**config.mk**
```make
export PLATFORM = sky130hd
export DESIGN_NAME = seg_scan_ctrl
export DESIGN_NICKNAME = d
export VERILOG_FILES = /design/src/rtl/seg_pkg.sv /design/src/rtl/seg_lz_mask.sv /design/src/rtl/seg_scan_ctrl.sv
export SDC_FILE = /design/constraint.sdc
export NUM_CORES = 1
export LEC_CHECK = 0
export ABC_AREA = 1
export BUFFER_PORTS_ARGS = -buffer_cell sky130_fd_sc_hd__buf_2
export CAP_MARGIN = 10
export CORE_MARGIN = 2
export CORE_UTILIZATION = 40
export CTS_BUF_LIST = sky130_fd_sc_hd__clkbuf_16
export DETAILED_ROUTE_END_ITERATION = 7
export PLACE_DENSITY_LB_ADDON = 0.2
export SLEW_MARGIN = 40
export SYNTH_ARGS = -nofsm -noshare
export SYNTH_HDL_FRONTEND = slang
export SYNTH_SLANG_ARGS = --single-unit
```
**constraint.sdc**
```tcl
create_clock -name CLK -period 1.7 [get_ports CLK]
set_input_delay 0.17 -clock CLK [delete_from_list [all_inputs] [get_ports CLK]]
set_output_delay 0.17 -clock CLK [all_outputs]
set_load 0.005 [all_outputs]
```
**src/rtl/seg_pkg.sv**
```systemverilog
`default_nettype none
// ============================================================================
// Module : seg_pkg
// Brief  : Shared types and helpers for the seven-segment scan controller.
// Rev    : 1.0 - initial release
// ============================================================================
package seg_pkg;

  localparam int         NUM_DIGITS = 4;
  localparam logic [3:0] DIGIT_OFF  = 4'b1111;

  typedef enum logic [0:0] {
    ST_BLANK = 1'b0,
    ST_DRIVE = 1'b1
  } scan_state_e;

  function automatic logic [3:0] nibble_sel(input logic [15:0] value,
                                            input logic [1:0]  idx);
    return value[{idx, 2'b00} +: 4];
  endfunction

endpackage
`default_nettype wire

```
**src/rtl/seg_lz_mask.sv**
```systemverilog
`default_nettype none
// ============================================================================
// Module : seg_lz_mask
// Brief  : Leading-zero suppress mask for an N-digit hex display; digit 0 is
//          never suppressed.
// Rev    : 1.0 - initial release
// ============================================================================
module seg_lz_mask
  import seg_pkg::*;
#(
  parameter int N_DIG = NUM_DIGITS
) (
  input  logic [4*N_DIG-1:0] value,
  input  logic               lz_en,
  output logic [N_DIG-1:0]   mask
);

  // w_zero_chain[i]: suppression enabled and digits N_DIG-1..i are all zero
  logic [N_DIG:1] w_zero_chain;
  logic           w_unused_low;

  assign w_zero_chain[N_DIG] = lz_en;
  assign w_unused_low        = ^value[3:0];
  assign mask[0]             = 1'b0;

  for (genvar i = N_DIG - 1; i >= 1; i--) begin : g_digit
    if (i == N_DIG - 1) begin : g_top
      assign mask[i] = lz_en & (value[4*i +: 4] == 4'h0);
    end else begin : g_lower
      assign mask[i] = w_zero_chain[i+1] & (value[4*i +: 4] == 4'h0);
    end
    assign w_zero_chain[i] = mask[i];
  end

endmodule
`default_nettype wire

```
**src/rtl/seg_scan_ctrl.sv**
```systemverilog
`default_nettype none
// ============================================================================
// Module : seg_scan_ctrl
// Brief  : 4-digit multiplexed seven-segment scan controller with blanking
//          gap, frame-synchronous updates and leading-zero suppression.
// Rev    : 1.0 - initial release
// ============================================================================
module seg_scan_ctrl
  import seg_pkg::*;
#(
  parameter int SCAN_DIV  = 50000,
  parameter int BLANK_CYC = 500
) (
  input  logic        CLK,
  input  logic        RST_N,
  input  logic [15:0] VALUE,
  input  logic        LOAD,
  input  logic [3:0]  DP_IN,
  input  logic        LZ_EN,
  output logic [3:0]  D,
  output logic        DP,
  output logic [3:0]  DIGIT,
  output logic        FRAME_DONE,
  output logic        BUSY_PEND
);

  localparam int               CNT_W      = (SCAN_DIV > 1) ? $clog2(SCAN_DIV) : 1;
  localparam logic [CNT_W-1:0] CNT_LAST   = CNT_W'(SCAN_DIV - 1);
  localparam logic [CNT_W-1:0] BLANK_LAST = CNT_W'(BLANK_CYC - 1);

  if (BLANK_CYC < 1 || SCAN_DIV < BLANK_CYC + 1) begin : g_param_check
    $error("seg_scan_ctrl: need BLANK_CYC >= 1 and SCAN_DIV >= BLANK_CYC+1");
  end

  logic [CNT_W-1:0] cnt_q, cnt_d;
  logic [1:0]       idx_q, idx_d;
  scan_state_e      state_q, state_d;
  logic [15:0]      act_val_q, act_val_d, pend_val_q, pend_val_d;
  logic [3:0]       act_dp_q, act_dp_d, pend_dp_q, pend_dp_d;
  logic             act_lz_q, act_lz_d, pend_lz_q, pend_lz_d;
  logic             busy_q, busy_d;
  logic [3:0]       d_q, d_d;
  logic             dp_q, dp_d;
  logic [3:0]       digit_q, digit_d;
  logic             frame_done_q, frame_done_d;

  logic             w_slot_end;
  logic             w_boundary;
  logic [3:0]       w_lz_mask;

  always_comb begin
    w_slot_end = (cnt_q == CNT_LAST);
    w_boundary = w_slot_end && (idx_q == 2'(NUM_DIGITS - 1));
    cnt_d      = w_slot_end ? '0 : cnt_q + CNT_W'(1);
    idx_d      = w_slot_end ? idx_q + 2'd1 : idx_q;

    state_d = state_q;
    if (state_q == ST_BLANK && cnt_q == BLANK_LAST) begin
      state_d = ST_DRIVE;
    end else if (w_slot_end) begin
      state_d = ST_BLANK;
    end

    act_val_d  = act_val_q;
    act_dp_d   = act_dp_q;
    act_lz_d   = act_lz_q;
    pend_val_d = pend_val_q;
    pend_dp_d  = pend_dp_q;
    pend_lz_d  = pend_lz_q;
    busy_d     = busy_q;

    if (w_boundary && busy_q) begin
      act_val_d = pend_val_q;
      act_dp_d  = pend_dp_q;
      act_lz_d  = pend_lz_q;
      busy_d    = 1'b0;
    end
    // A load on the boundary cycle lands in pending and waits a full frame.
    if (LOAD) begin
      pend_val_d = VALUE;
      pend_dp_d  = DP_IN;
      pend_lz_d  = LZ_EN;
      busy_d     = 1'b1;
    end

    frame_done_d = w_boundary;
  end

  seg_lz_mask #(
    .N_DIG (NUM_DIGITS)
  ) u_lz_mask (
    .value (act_val_d),
    .lz_en (act_lz_d),
    .mask  (w_lz_mask)
  );

  // D/DP are loaded on entry to a slot so the decoder settles during blanking.
  always_comb begin
    d_d  = d_q;
    dp_d = dp_q;
    if (cnt_d == '0) begin
      d_d  = nibble_sel(act_val_d, idx_d);
      dp_d = act_dp_d[idx_d] & ~w_lz_mask[idx_d];
    end

    digit_d = DIGIT_OFF;
    if (state_d == ST_DRIVE && !w_lz_mask[idx_d]) begin
      digit_d[idx_d] = 1'b0;
    end
  end

  always_ff @(posedge CLK or negedge RST_N) begin
    if (!RST_N) begin
      cnt_q        <= '0;
      idx_q        <= 2'd0;
      state_q      <= ST_BLANK;
      act_val_q    <= 16'h0000;
      act_dp_q     <= 4'h0;
      act_lz_q     <= 1'b0;
      pend_val_q   <= 16'h0000;
      pend_dp_q    <= 4'h0;
      pend_lz_q    <= 1'b0;
      busy_q       <= 1'b0;
      d_q          <= 4'h0;
      dp_q         <= 1'b0;
      digit_q      <= DIGIT_OFF;
      frame_done_q <= 1'b0;
    end else begin
      cnt_q        <= cnt_d;
      idx_q        <= idx_d;
      state_q      <= state_d;
      act_val_q    <= act_val_d;
      act_dp_q     <= act_dp_d;
      act_lz_q     <= act_lz_d;
      pend_val_q   <= pend_val_d;
      pend_dp_q    <= pend_dp_d;
      pend_lz_q    <= pend_lz_d;
      busy_q       <= busy_d;
      d_q          <= d_d;
      dp_q         <= dp_d;
      digit_q      <= digit_d;
      frame_done_q <= frame_done_d;
    end
  end

  assign D          = d_q;
  assign DP         = dp_q;
  assign DIGIT      = digit_q;
  assign FRAME_DONE = frame_done_q;
  assign BUSY_PEND  = busy_q;

endmodule
`default_nettype wire

```
==> results of run 1 <==
-- sequential cells by signal, indices dropped and copies added, names as in the netlist, 2 cells and up --
register    flops
pend_val_q     16
idx_q           2
act_val_q      16
DIGIT           4
pend_dp_q       4
cnt_q          16
D               4
act_dp_q        4
-- stage by stage --
step | std cells | hold slack [ps] | utilization | setup TNS (ps)
after CTS | 670 | 31.37 | 0.5780 | -2955
after global routing | 675 | 42.51 | 0.6118 | -5393
final | 675 | 32.66 | 0.6118 | -3172
after detailed placement | 633 | 230.2 | 0.5092 | -3582
after floorplan | 425 | -125.6 | - | -204.0
after global placement | 633 | 229.0 | 0.5092 | -3145
-- final timing paths --
path / startpoint / to
worst max-delay path: cnt_q[4]$_DFF_PN0_ / D[0]$_DFFE_PN0N_
worst min-delay path: VALUE[7] / pend_val_q[7]$_DFFE_PN0P_
worst max register to register: cnt_q[4]$_DFF_PN0_ / D[0]$_DFFE_PN0N_
worst min register to register: pend_val_q[5]$_DFFE_PN0P_ / pend_val_q[5]$_DFFE_PN0P_
max in group asynchronous: RST_N / DIGIT[1]$_DFF_PN1_
min in group asynchronous: RST_N / cnt_q[4]$_DFF_PN0_
-- layer usage --
metal  track usage  vias up  part of all wire
li1              -     1627                 -
met3       0.04532       24             0.028
met5             0        -                 0
met2        0.3515       69              0.53
met1        0.2380     1596              0.41
met4       0.09402        0             0.029
-- Yosys cell counts (all sizes together) (2+ instances only) --
library cell	count
a21oi	3
inv	58
dfrtp	68
ha	2
clkbuf	5
dfstp	4
o21ai	37
buf	4
nand2	131
nand3	30
o21bai	2
xor2	4
nor4	2
nor3	9
clkinv	2
o21a	2
nor2	45
nand4	13
-- logic make-up after synthesis --
logic type,Yosys count,share of synthesized area
DFF,72,0.5198
buffers and inverters,69,0.07775
and+or+nand+nor,232,0.3060
AOI/OAI and AO/OA,45,0.07127
adders and majority gates,2,0.007198
xor gates and xnor gates,5,0.01800
-- critical path: cells and delay by family, from the launching register on --
kind            cells  cell delay, ps
flops               1             390
compound gates      2             280
simple gates        8             810
buf+inv             4             500
-- timing repair --
item | 4_1_cts | 5_1_grt
endpoints found under the setup margin | 18 | 31
hold endpoints to repair | 68 | 0
resized for setup | 49 | 74
pin swaps | 29 | 35
buffers inserted | 22 | 7
hold buffers | 1 | 0
cloned | 0 | 1
-- layout make-up --
class / count / area [um2] / share of cell area
repair buffers: 134 / 1023 / 0.1956
clock inverters: 7 / 47.55 / 0.009089
well taps: 108 / 135.1 / 0.02583
clock buffers: 9 / 225.2 / 0.04305
multi-input cells: 285 / 1759 / 0.3363
inverters: 60 / 232.7 / 0.04449
flip-flops and latches: 72 / 1808 / 0.3456
-- power by group --
group / internal, W / switching, W
Clock: 0.000987 / 0.000757
Combinational: 0.0000450 / 0.0000908
Sequential: 0.00176 / 0.0000158
Total: 0.00279 / 0.000863
==> qor.yml, run 1 <==
synth:
  synth_area_mm2: 0.003476
  ys_top_cells_by_area: "dfrtp_1 (49%), nand2_1 (14%), inv_1 (5.8%), o21ai_0 (3.9%), nor2_1 (3.8%)"
  seq_area_frac_synth: 0.5198
  synth-edff-count: 0
  ys_seq_elements: 72
  synth_top_area_share: 0.4896
  avgSynthCellArea_um2: 8.178
  synth_nets: 451
  ys.flop_type: "dfrtp_1"
  yosysUniqueCellTypes: 33
  yosys.area.top_type: "dfrtp_1"
  async_flop_share: 1.000
  synthCells: 425
  yosysWarnings: 0
clock_network:
  h-tree-depth: 3
  clk_latency_ps: 340
  cts-buffers-inserted: 9
  cts_root_buffer: "clkbuf_16"
  cts_tree: "done"
  clock_sink_count: 72
  cts_buffer_depth: 2
  clk_pin_slew_worst_paths_ps: 60
final_layout:
  drive_gt1_frac: 0.4603
  layout_common_cells: "nand2_1 (104), buf_4 (78), dfrtp_1 (67), inv_1 (47), buf_2 (34)"
  nFillCells: 719
  design_area_mm2: 0.005231
  layout_commonest_cell: "nand2_1"
  syn2layout_area_growth_pct: 50.50
  diodes: 0
  fin_nets: 588
routing:
  drc: 0
  routed_wirelength_um: 9652
  drtAntennaViolNets: 0
  detailroute.via_count: 3316
  dr.pass1.iters: 5
  drt_iter0_markers: 115
  viasPerCell: 4.913
  drt-wirelength-per-cell_um: 14.30
min_path:
  whs_path_depth: 3
  hold_path_class: "input pin to flop"
floorplanning:
  die-area_mm2: 0.009451
  initial_utilization: 0.4065
  pin_count: 35
  die_height_um: 97.22
  core_area_mm2: 0.008551
  rows: 34
  die_x_um: 97.22
placement:
  dpl.hpwl_um: 6367
  place_area_mm2: 0.004354
  pre_cts_ws_ps: -428.7
  gp_congestion: 0.9008
  io_buffers: 34
outcome:
  violations: "negative setup slack"
  outcome: "complete, but fails checks"
sta:
  final_max_slew_viol_count: 0
  setup_viol: 14
  worst_slack_ps: -399.1
  fin_crit_ps: 2099
  fin_crit_sh: 1.235
  max_freq_ghz: 0.4764
  tightest_slew_ps: 505.9
  skew_ps: 8.792
  final_hold_viol_count: 0
  rsz0062_at_grt: "true"
  slew-limit-headroom: 0.6627
pwr:
  vdd_ir_drop_max_v: 0.0004755
  pwr_density_cell_mw_per_mm2: 698.4
  finalPower_w: 0.003653
  leakage_nw: 2.689
global_route:
  grt-ovfl-total: 0
  grtUsageTotal: 0.2022
  grt_pass1_wl_um: 15360
  antenna_found_initial: 0
  grt_pass1_vias: 3354
  grt_max_degree: 73
setup_path:
  crit_chain: "buf_6, inv_2, nand2_4, nor2_4, nand2_2, nor2_4, buf_4, o21ai_4, inv_2, nor2_2, a21oi_2, nand2_1, nand2_1, nand2_1"
  reg2regPathDepth: 14
  required_ps: 1920
  cpMaxStageDelayCell: "dfrtp_1"
  worstPathArrival_ps: 2320
  max_stage_delay_ps: 390
  path_common_cell: "nand2_1"
  worst_setup_path_start_kind: "flop"
  reg2reg_slack_ps: -400
  crit_type: "flop to flop"
  critPathCaptureType: "flop"
  path_max_fanout: 6
flow_run:
  maxCapViolations: 0
Note: power is estimated with default switching activity, not from simulation.
==> run 2: changes to the inputs <==
- CORE_MARGIN: 2 -> 1.5
- TNS_END_PERCENT: default -> 1
==> qor.yml, run 2 (synthesized netlist as in run 1, its figures left out) <==
outcome:
  outcome: "complete, but fails checks"  # unchanged
  violations: "negative setup slack"  # unchanged
global_route:
  grt_pass1_vias: 3240  # was 3354
  grt_pass1_wl_um: 15170  # was 15360 um
  grtUsageTotal: 0.2196  # was 0.2022
  antenna_found_initial: 0  # unchanged
  grt-ovfl-total: 0  # unchanged
  grt_max_degree: 38  # was 73
sta:
  worst_slack_ps: -358.9  # was -399.1 ps
  whs_ps: 36.27  # was 32.66 ps
  fin_crit_ps: 2059  # was 2099 ps
  setup_viol: 13  # was 14
  rsz0062_at_grt: "true"  # unchanged
  slew-limit-headroom: 0.7714  # was 0.6627
  final_hold_viol_count: 0  # unchanged
  max_freq_ghz: 0.4857  # was 0.4764 GHz
  fin_crit_sh: 1.211  # was 1.235
  tightest_slew_ps: 342.9  # was 505.9 ps
  skew_ps: 9.565  # was 8.792 ps
  final_max_slew_viol_count: 0  # unchanged
routing:
  routed_wirelength_um: 8901  # was 9652 um
  detailroute.via_count: 3163  # was 3316
  drc: 0  # unchanged
  drt-wirelength-per-cell_um: 13.30  # was 14.30 um
  drt_iter0_markers: 131  # was 115
  dr.pass1.iters: 4  # was 5
  drtAntennaViolNets: 0  # unchanged
  viasPerCell: 4.728  # was 4.913
clock_network:
  h-tree-depth: 3  # unchanged
  clock_sink_count: 72  # unchanged
  cts_tree: "done"  # unchanged
  clk_latency_ps: 340  # about the same
  cts_root_buffer: "clkbuf_16"  # unchanged
  cts_buffer_depth: 2  # unchanged
  cts-buffers-inserted: 9  # unchanged
  clk_pin_slew_worst_paths_ps: 60  # about the same
final_layout:
  layout_commonest_cell: "nand2_1"  # unchanged
  layout_common_cells: "nand2_1 (115), buf_4 (86), dfrtp_1 (68), inv_1 (54), buf_2 (34)"  # was nand2_1 (104), buf_4 (78), dfrtp_1 (67), inv_1 (47), buf_2 (34)
  diodes: 0  # unchanged
  final_util: 0.6107  # was 0.6118
  drive_gt1_frac: 0.3759  # was 0.4603
  nFillCells: 712  # was 719
  top_regs: "act_val_q (16), cnt_q (16), pend_val_q (16)"  # unchanged
  seq_area_mm2: 0.001807  # was 0.001808 mm2
  design_area_mm2: 0.005069  # was 0.005231 mm2
  syn2layout_area_growth_pct: 45.82  # was 50.50%
  multi_input_area_mm2: 0.001588  # was 0.001759 mm2
  fin_nets: 585  # was 588
setup_path:
  crit_type: "flop to flop"  # unchanged
  critPathCaptureType: "flop"  # unchanged
  max_stage_delay_ps: 370  # was 390 ps
  crit_chain: "inv_2, nor2_1, nand2_2, nor2_4, nand4_4, buf_12, nand2_1, inv_1, nor2_2, nand3_1, nor2_2, nand3_4, nand3_1, nand2_1"  # was buf_6, inv_2, nand2_4, nor2_4, nand2_2, nor2_4, buf_4, o21ai_4, inv_2, nor2_2, a21oi_2, nand2_1, nand2_1, nand2_1
  path_max_fanout: 5  # was 6
  reg2regPathDepth: 14  # unchanged
  reg2reg_to: "DP$_DFFE_PN0N_"  # was D[0]$_DFFE_PN0N_
  worstPathArrival_ps: 2280  # was 2320 ps
  cpMaxStageDelayCell: "dfrtp_1"  # unchanged
  worst_setup_path_start_kind: "flop"  # unchanged
  reg2reg_slack_ps: -360  # was -400 ps
  rr_startpoint: "cnt_q[6]$_DFF_PN0_"  # was cnt_q[4]$_DFF_PN0_
  required_ps: 1920  # about the same
flow_run:
  maxCapViolations: 0  # unchanged
floorplanning:
  pin_count: 35  # unchanged
  rows: 33  # was 34
  die_height_um: 96.22  # was 97.22 um
  die-area_mm2: 0.009257  # was 0.009451 mm2
  die_x_um: 96.22  # was 97.22 um
  initial_utilization: 0.4188  # was 0.4065
  core_area_mm2: 0.008299  # was 0.008551 mm2
placement:
  pre_cts_ws_ps: -531.5  # was -428.7 ps
  io_buffers: 34  # unchanged
  gp_congestion: 0.9098  # was 0.9008
  dpl.hpwl_um: 6420  # was 6367 um
  place_area_mm2: 0.004388  # was 0.004354 mm2
min_path:
  whs_path_depth: 3  # unchanged
  hp-start: "VALUE[7]"  # unchanged
  hold_path_class: "input pin to flop"  # unchanged
  whs_endpoint: "pend_val_q[7]$_DFFE_PN0P_"  # unchanged
pwr:
  vdd_ir_drop_max_v: 0.0005563  # was 0.0004755 V
  finalPower_w: 0.003915  # was 0.003653 W
  leakage_nw: 2.632  # was 2.689 nW
  pwr_density_cell_mw_per_mm2: 772.4  # was 698.4 mW/mm2
## run 2: critical path: cells and delay by family (launching register included)
| kind | cells | cell delay, ps |
|---|---|---|
| DFF | 1 | 370 |
| and+or+nand+nor | 11 | 1290 |
| buffers and inverters | 3 | 270 |
## run 2: worst max path at each step
stage                       start               end  depth (start not counted)
2_1_floorplan  cnt_q[0]$_DFF_PN0_    DP$_DFFE_PN0N_                         13
3_3_place_gp   cnt_q[1]$_DFF_PN0_  D[0]$_DFFE_PN0N_                         11
3_5_place_dp   cnt_q[1]$_DFF_PN0_  D[0]$_DFFE_PN0N_                         11
4_1_cts        cnt_q[0]$_DFF_PN0_    DP$_DFFE_PN0N_                         13
5_1_grt        cnt_q[0]$_DFF_PN0_    DP$_DFFE_PN0N_                         14
6_report       cnt_q[6]$_DFF_PN0_    DP$_DFFE_PN0N_                         14
## run 2: through the flow
step                      TNS (ps)  std cells
final                        -2902        669
after global routing         -4571        669
after CTS                    -2463        663
after detailed placement     -4223        635
after global placement       -3781        635
after floorplan             -245.0        425
## run 2: timing repair
| item | in CTS | in global routing |
|---|---|---|
| buffers inserted | 11 | 6 |
| hold buffers | 1 | 0 |
| gates resized for setup | 31 | 27 |
| endpoints found under the setup margin | 15 | 21 |
| pin swaps | 18 | 10 |
| endpoints found under the hold margin | 9 | 0 |
## run 2: power breakdown
part,leakage [nW],internal (W),switching (W)
Sequential,0.935,0.00176,0.0000161
Clock,0.154,0.00127,0.000727
Combinational,1.54,0.0000507,0.0000881
## run 2: cell type report
type / count / share of cell area
clock inverters: 7 / 0.01753
clock buffers: 9 / 0.04443
inverters: 60 / 0.04468
multi-input cells: 284 / 0.3133
flip-flops and latches: 72 / 0.3565
repair buffers: 132 / 0.1977
well taps: 105 / 0.02592
## run 2: routing by layer
layer / GRT usage / vias up / wire length [um]
met2: 0.3932 / 45 / 4636
met3: 0.04502 / 23 / 226
li1: - / 1613 / -
met5: 0 / - / 0
met4: 0.07230 / 0 / 229
met1: 0.2609 / 1482 / 3809
